### src/rtl/ahb_apb_pkg.sv
// Shared types and constants for the AHB-Lite to APB bridge.
// Holds the bridge state encoding, the AHB transfer-type and response
// encodings, and the address-window test shared by the bridge and its bench.
package ahb_apb_pkg;

    typedef enum logic [2:0] {
        ST_IDLE,
        ST_SETUP,
        ST_ACCESS,
        ST_ERR1,
        ST_ERR2
    } bridge_state_e;

    localparam logic [1:0] HTRANS_IDLE   = 2'b00;
    localparam logic [1:0] HTRANS_BUSY   = 2'b01;
    localparam logic [1:0] HTRANS_NONSEQ = 2'b10;
    localparam logic [1:0] HTRANS_SEQ    = 2'b11;

    localparam logic HRESP_OKAY  = 1'b0;
    localparam logic HRESP_ERROR = 1'b1;

    // True when addr falls inside the power-of-two window starting at base.
    function automatic logic in_window(input logic [31:0] addr,
                                       input logic [31:0] base,
                                       input logic [31:0] size);
        return ((addr & ~(size - 32'd1)) == base);
    endfunction

endpackage

### src/rtl/ahb_apb_bridge_timeout.sv
// ACCESS-phase watchdog for the AHB-APB bridge.
// Only compiled when AHB_APB_BRIDGE_TIMEOUT_EN is defined; the default
// build has no watchdog and this file contributes nothing.
// The count clears while the bridge sits in SETUP and advances once per
// enabled ACCESS cycle in which the completer is not ready. It saturates at
// TimeoutCycles, at which point expired stays high until the next SETUP.
`ifdef AHB_APB_BRIDGE_TIMEOUT_EN
module apb_timeout #(
    parameter int TimeoutCycles = 16
) (
    input  logic clk,
    input  logic rst_n,
    input  logic clk_en,
    input  logic clear,
    input  logic inc,
    output logic expired
);

    localparam int CntW = $clog2(TimeoutCycles + 1);

    logic [CntW-1:0] count;

    assign expired = (count == CntW'(TimeoutCycles));

    // Wait-cycle counter, held while the clock enable is low.
    always_ff @(posedge clk or negedge rst_n) begin
        if (!rst_n) begin
            count <= '0;
        end else if (clk_en) begin
            if (clear) begin
                count <= '0;
            end else if (inc && !expired) begin
                count <= count + 1'b1;
            end
        end
    end

endmodule
`endif

### src/rtl/ahb_apb_bridge.sv
// AHB-Lite slave to APB master bridge.
// Each single AHB transfer inside [BaseAddr, BaseAddr+WindowSize) becomes
// one APB SETUP/ACCESS pair; AHB wait states are inserted until the APB
// completer answers. Out-of-window transfers get a two-cycle AHB ERROR and
// never reach APB. All state advances only on enabled h_clk edges.
// Optional feature: define AHB_APB_BRIDGE_TIMEOUT_EN to add an ACCESS
// watchdog that turns a completer stuck at p_ready=0 into an AHB ERROR
// after TimeoutCycles enabled wait cycles.
module ahb_apb_bridge
    import ahb_apb_pkg::*;
#(
    parameter logic [31:0] BaseAddr      = 32'h4000_0000,
    parameter logic [31:0] WindowSize    = 32'h0000_1000,
    parameter int          TimeoutCycles = 16
) (
    input  logic        h_clk,
    input  logic        h_reset_n,
    input  logic        h_clk_en,
    input  logic        h_sel,
    input  logic [31:0] h_addr,
    input  logic [1:0]  h_trans,
    input  logic [2:0]  h_size,
    input  logic        h_write,
    input  logic [31:0] h_wdata,
    input  logic [3:0]  h_wstrb,
    input  logic        h_ready,
    output logic        h_readyout,
    output logic        h_resp,
    output logic [31:0] h_rdata,
    output logic        p_sel,
    output logic        p_enable,
    output logic [31:0] p_addr,
    output logic        p_write,
    output logic [31:0] p_wdata,
    output logic [3:0]  p_strb,
    input  logic        p_ready,
    input  logic [31:0] p_rdata,
    input  logic        p_slverr
);

    // Elaboration-time sanity checks on the configuration.
    if ((BaseAddr & 32'h0000_0FFF) != 32'd0) begin : g_bad_base
        $error("BaseAddr must be 4 KiB aligned");
    end
    if ((WindowSize == 32'd0) || ((WindowSize & (WindowSize - 32'd1)) != 32'd0)) begin : g_bad_size
        $error("WindowSize must be a non-zero power of two");
    end
    if (TimeoutCycles < 1) begin : g_bad_timeout
        $error("TimeoutCycles must be at least 1");
    end

    bridge_state_e state_q;
    bridge_state_e state_d;

    logic accept;      // valid AHB address phase this enabled cycle
    logic addr_hit;    // that address lies inside the APB window
    logic open_slot;   // current cycle may take a new address phase
    logic load_addr;   // capture address/direction for a new APB access
    logic timed_out;   // watchdog fired during ACCESS
    logic data_phase;  // APB SETUP or ACCESS in progress

    // Transfer size is always treated as word and BUSY is never accepted,
    // so these bits carry no information for the bridge.
    logic unused_inputs;
    assign unused_inputs = ^{h_size, h_trans[0]};

    assign accept   = h_sel & h_trans[1] & h_ready & h_clk_en;
    assign addr_hit = in_window(h_addr, BaseAddr, WindowSize);

`ifdef AHB_APB_BRIDGE_TIMEOUT_EN
    apb_timeout #(
        .TimeoutCycles(TimeoutCycles)
    ) u_timeout (
        .clk     (h_clk),
        .rst_n   (h_reset_n),
        .clk_en  (h_clk_en),
        .clear   (state_q == ST_SETUP),
        .inc     ((state_q == ST_ACCESS) && !p_ready),
        .expired (timed_out)
    );
`else
    assign timed_out = 1'b0;
`endif

    // State register; holds whenever the clock enable is low.
    // NOTE: sequential state uses non-blocking assignments so every flop
    // samples pre-edge values regardless of process evaluation order.
    always_ff @(posedge h_clk or negedge h_reset_n) begin
        if (!h_reset_n) begin
            state_q <= ST_IDLE;
        end else if (h_clk_en) begin
            state_q <= state_d;
        end
    end

    // Next-state decode and bus handshake outputs.
    // NOTE: every output of this block gets a default before the case, so
    // no path leaves one unassigned and no latch is inferred.
    always_comb begin
        state_d    = state_q;
        open_slot  = 1'b0;
        load_addr  = 1'b0;
        h_readyout = 1'b1;
        h_resp     = HRESP_OKAY;
        h_rdata    = '0;
        p_sel      = 1'b0;
        p_enable   = 1'b0;

        case (state_q)
            ST_IDLE: begin
                open_slot = 1'b1;
            end

            ST_SETUP: begin
                p_sel      = 1'b1;
                h_readyout = 1'b0;
                state_d    = ST_ACCESS;
            end

            ST_ACCESS: begin
                p_sel      = 1'b1;
                p_enable   = 1'b1;
                h_readyout = 1'b0;
                if (timed_out) begin
                    // Abandon the APB access; a late p_ready is ignored.
                    p_sel    = 1'b0;
                    p_enable = 1'b0;
                    h_resp   = HRESP_ERROR;
                    state_d  = ST_ERR2;
                end else if (p_ready) begin
                    if (p_slverr) begin
                        h_resp  = HRESP_ERROR;
                        state_d = ST_ERR2;
                    end else begin
                        h_readyout = 1'b1;
                        if (!p_write) begin
                            h_rdata = p_rdata;
                        end
                        state_d   = ST_IDLE;
                        open_slot = 1'b1;
                    end
                end
            end

            ST_ERR1: begin
                h_readyout = 1'b0;
                h_resp     = HRESP_ERROR;
                state_d    = ST_ERR2;
            end

            ST_ERR2: begin
                h_resp    = HRESP_ERROR;
                state_d   = ST_IDLE;
                open_slot = 1'b1;
            end

            default: begin
                state_d = ST_IDLE;
            end
        endcase

        // A new address phase overrides the idle return, giving
        // back-to-back accesses without a gap.
        if (open_slot && accept) begin
            if (addr_hit) begin
                state_d   = ST_SETUP;
                load_addr = 1'b1;
            end else begin
                state_d = ST_ERR1;
            end
        end
    end

    // APB address and direction, captured at address-phase accept and held
    // between transfers.
    always_ff @(posedge h_clk or negedge h_reset_n) begin
        if (!h_reset_n) begin
            p_addr  <= '0;
            p_write <= 1'b0;
        end else if (load_addr) begin
            p_addr  <= {h_addr[31:2], 2'b00};
            p_write <= h_write;
        end
    end

    // Write data passes straight through; AHB holds it stable while the
    // bridge stalls, so no data register is needed.
    assign data_phase = (state_q == ST_SETUP) || (state_q == ST_ACCESS);
    assign p_wdata    = (data_phase && p_write) ? h_wdata : '0;
    assign p_strb     = (data_phase && p_write) ? h_wstrb : '0;

endmodule

### config.mk
export PLATFORM = sky130hd
export DESIGN_NAME = ahb_apb_bridge
export DESIGN_NICKNAME = d
export VERILOG_FILES = /design/src/rtl/ahb_apb_pkg.sv /design/src/rtl/ahb_apb_bridge_timeout.sv /design/src/rtl/ahb_apb_bridge.sv
export SDC_FILE = /design/constraint.sdc
export NUM_CORES = 1
export LEC_CHECK = 0
export ABC_AREA = 1
export CAP_MARGIN = 20
export CORE_AREA = 2 2 87 89
export CTS_CLUSTER_SIZE = 20
export DETAILED_ROUTE_END_ITERATION = 7
export DIE_AREA = 0 0 89 91
export GPL_TIMING_DRIVEN = 0
export PLACE_DENSITY = 0.85
export SLEW_MARGIN = 5
export SYNTH_ARGS = -nofsm -noshare
export SYNTH_HDL_FRONTEND = slang
export SYNTH_SLANG_ARGS = --single-unit
### constraint.sdc
create_clock -name h_clk -period 3.2 [get_ports h_clk]
set_input_delay 0.32 -clock h_clk [delete_from_list [all_inputs] [get_ports h_clk]]
set_output_delay 0.32 -clock h_clk [all_outputs]
set_load 0.01 [all_outputs]
==> metrics.txt <==
status=completed; top cell type's share of synthesized area=between 30% and 40%; initial core utilization=between 30% and 40%; Yosys reg bits=34; Worst-Margin Slew=around 770 ps; setup TNS=0 ps; die height=roughly 91 um; vias in the first global route=between 2000 and 3000; Slew headroom=48.5%; first-pass GRT wire length=between 10000 and 15000 um; Mapped Cells=318; required time of the critical path=between 2000 and 3000 ps; post-cts resize count=0; HPWL Detailed=7170 um; mapped cell area=between 2000 and 2500 um2; DRT Wirelength=between 8000 and 9000 um; Hold Path Class=input port to asynchronous set/reset pin; Clock Root Buffer=clkbuf_8; Avg Vias per Cell=4.00; library cells used by synthesis=23; CP Data Arrival Time=between 2000 and 2500 ps; most frequent cells after synthesis=inv_1, nor2_1, nand2_1, dfrtp_1, nor2_4; Routed WL per cell=about 13 um; finished layout cell area=between 4000 and 5000 um2; FP Rows=31; Final period util=roughly 81%; Max Freq=between 300 and 400 MHz; via count=2546; CTS Hold Bufs=0; Power Density=roughly 270 nW/um2; clk_lat worst skew=between 200 and 300 ps; max_cap viols=0; CP Max Fanout=10; area grow syn2layout=101%; area post-placement=4510 um2; Worst setup EP type=output pin; CTS tree=yes; final hold slack=100 ps; Post-layout nets=roughly 650; Mean Syn Cell Area=7.21 um2; DRC errors left=0; final hold violation count=0; die width=between 80 and 90 um; top cell type by total area after synthesis=dfrtp_1; Async SR Flop Fraction=100%; initial drt markers=65; fin crit period=approximately 2600 ps; number of synthesized flops with an enable pin=0; Ys Warns=0; core area=between 7000 and 8000 um2; register area share after synthesis=37.1%; Ports=around 220; setup repair bufs after CTS=0; Routed Antenna Nets=0; pin count of the biggest net entering global routing=35; Clock transition at path regs=70 ps; synth top area cells=dfrtp_1, inv_1, nor2_4; clk_skew=a little over 4 ps; routability cong.=approximately 0.9; Main synth FF type=dfrtp_1; TritonCTS Buffers=5; share of cells above drive strength 1=between 10 and 15%; TritonCTS sink count=34; Overflow after GRT=0; clock buffer depth=2; number of port buffers=about 210; die area=8100 um2; Leak=~2.3 nW; # setup viols final=0; drt first pass iters=5; fin. max-slew vios=0; antenna violations before repair=1; unrepaired setup endpoints after global routing=false; Worst Setup Start Kind=input port; most frequent cell after synthesis=inv_1; Overall Global Routing Usage=21.2%; H-tree depth=2; Setup CP Type=input port to output pin; VDD IR max=about 280 uV
[worst paths after layout]
kind / start / end / slack, ps / depth (start not counted)
max reg2reg: state_q[0] / p_addr[4] / 1770 / 9
max: p_ready / h_rdata[15] / 620 / 9
min: h_reset_n / p_addr[4] / 100 / 1
min in group h_clk: p_addr[30] / p_addr[30] / 470 / 1
min reg2reg: p_addr[30] / p_addr[30] / 470 / 1
max in group asynchronous: h_reset_n / state_q[0] / 2600 / 1
[cell type report]
class / instances / area (um2)
antenna: 1 / 2.50
buffer: 13 / 143
clock buffer: 6 / 72.6
clock inverter: 2 / 37.5
fill: 611 / 2520
inverter: 99 / 372
multi-input combinational: 173 / 932
sequential: 34 / 851
tap: 99 / 124
timing repair buffer: 209 / 2090
[flip-flops by register name (all words and copies together) (netlist names)]
signal and cells:
p_addr 30, state_q 3, p_write 1
[layout by cell type, fill, tap and decap left out, types with 2 or more instances in the layout]
cell,synthesis,routed
a21oi_1,2,2
buf_12,3,3
buf_2,3,4
buf_4,3,3
buf_6,4,4
clkbuf_8,0,5
clkdlybuf4s50_1,0,208
conb_1,1,2
dfrtp_1,34,34
inv_1,98,98
nand2_1,50,50
nand2_2,4,4
nand3_1,3,3
nor2_1,71,71
nor2_4,30,30
o21ai_0,3,3
[critical path, stage by stage]
cell	delay, ps
clkdlybuf4s50_1	510
nand2_2	80
nor2_2	90
nand2_2	90
or2_1	230
buf_6	140
buf_12	160
nor2_4	70
clkdlybuf4s50_1	550
[where the power goes]
group / switching [W] / total, W / internal, W
Clock: 0.000159 / 0.000392 / 0.000232
Sequential: 0.0000149 / 0.000455 / 0.000440
Combinational: 0.000179 / 0.000417 / 0.000237
[kinds of logic (layout without fill, tap and decap cells)]
logic type	count (synthesis)	count (layout)	synth area share [%]
other	1	3	0.164
flip-flops	34	34	37.1
AND/OR/NAND/NOR	165	165	39.0
AO/OA/AOI/OAI	6	6	1.36
buffers and inverters	112	329	22.4
[through the flow]
step / setup slack (ps) / utilization [%] / total power, W / std cells
2_1_floorplan: 1650 / - / 0.000640 / 319
3_5_place_dp: 621 / 63.2 / 0.000881 / 627
5_1_grt: 529 / 64.7 / 0.00133 / 635
6_report: 624 / 64.7 / 0.00126 / 636
4_1_cts: 615 / 64.7 / 0.00128 / 635
3_3_place_gp: 684 / 63.2 / 0.000871 / 627
[layer usage]
layer  GRT usage [%]  up-vias  share of wire (%)
met4            6.34        0                2.2
met5               0        -                  0
met2            35.0      137                 45
li1                -     1290                  -
met3            13.2       18                 15
met1            22.0     1101                 37
Power figures use the tool's default switching activity.
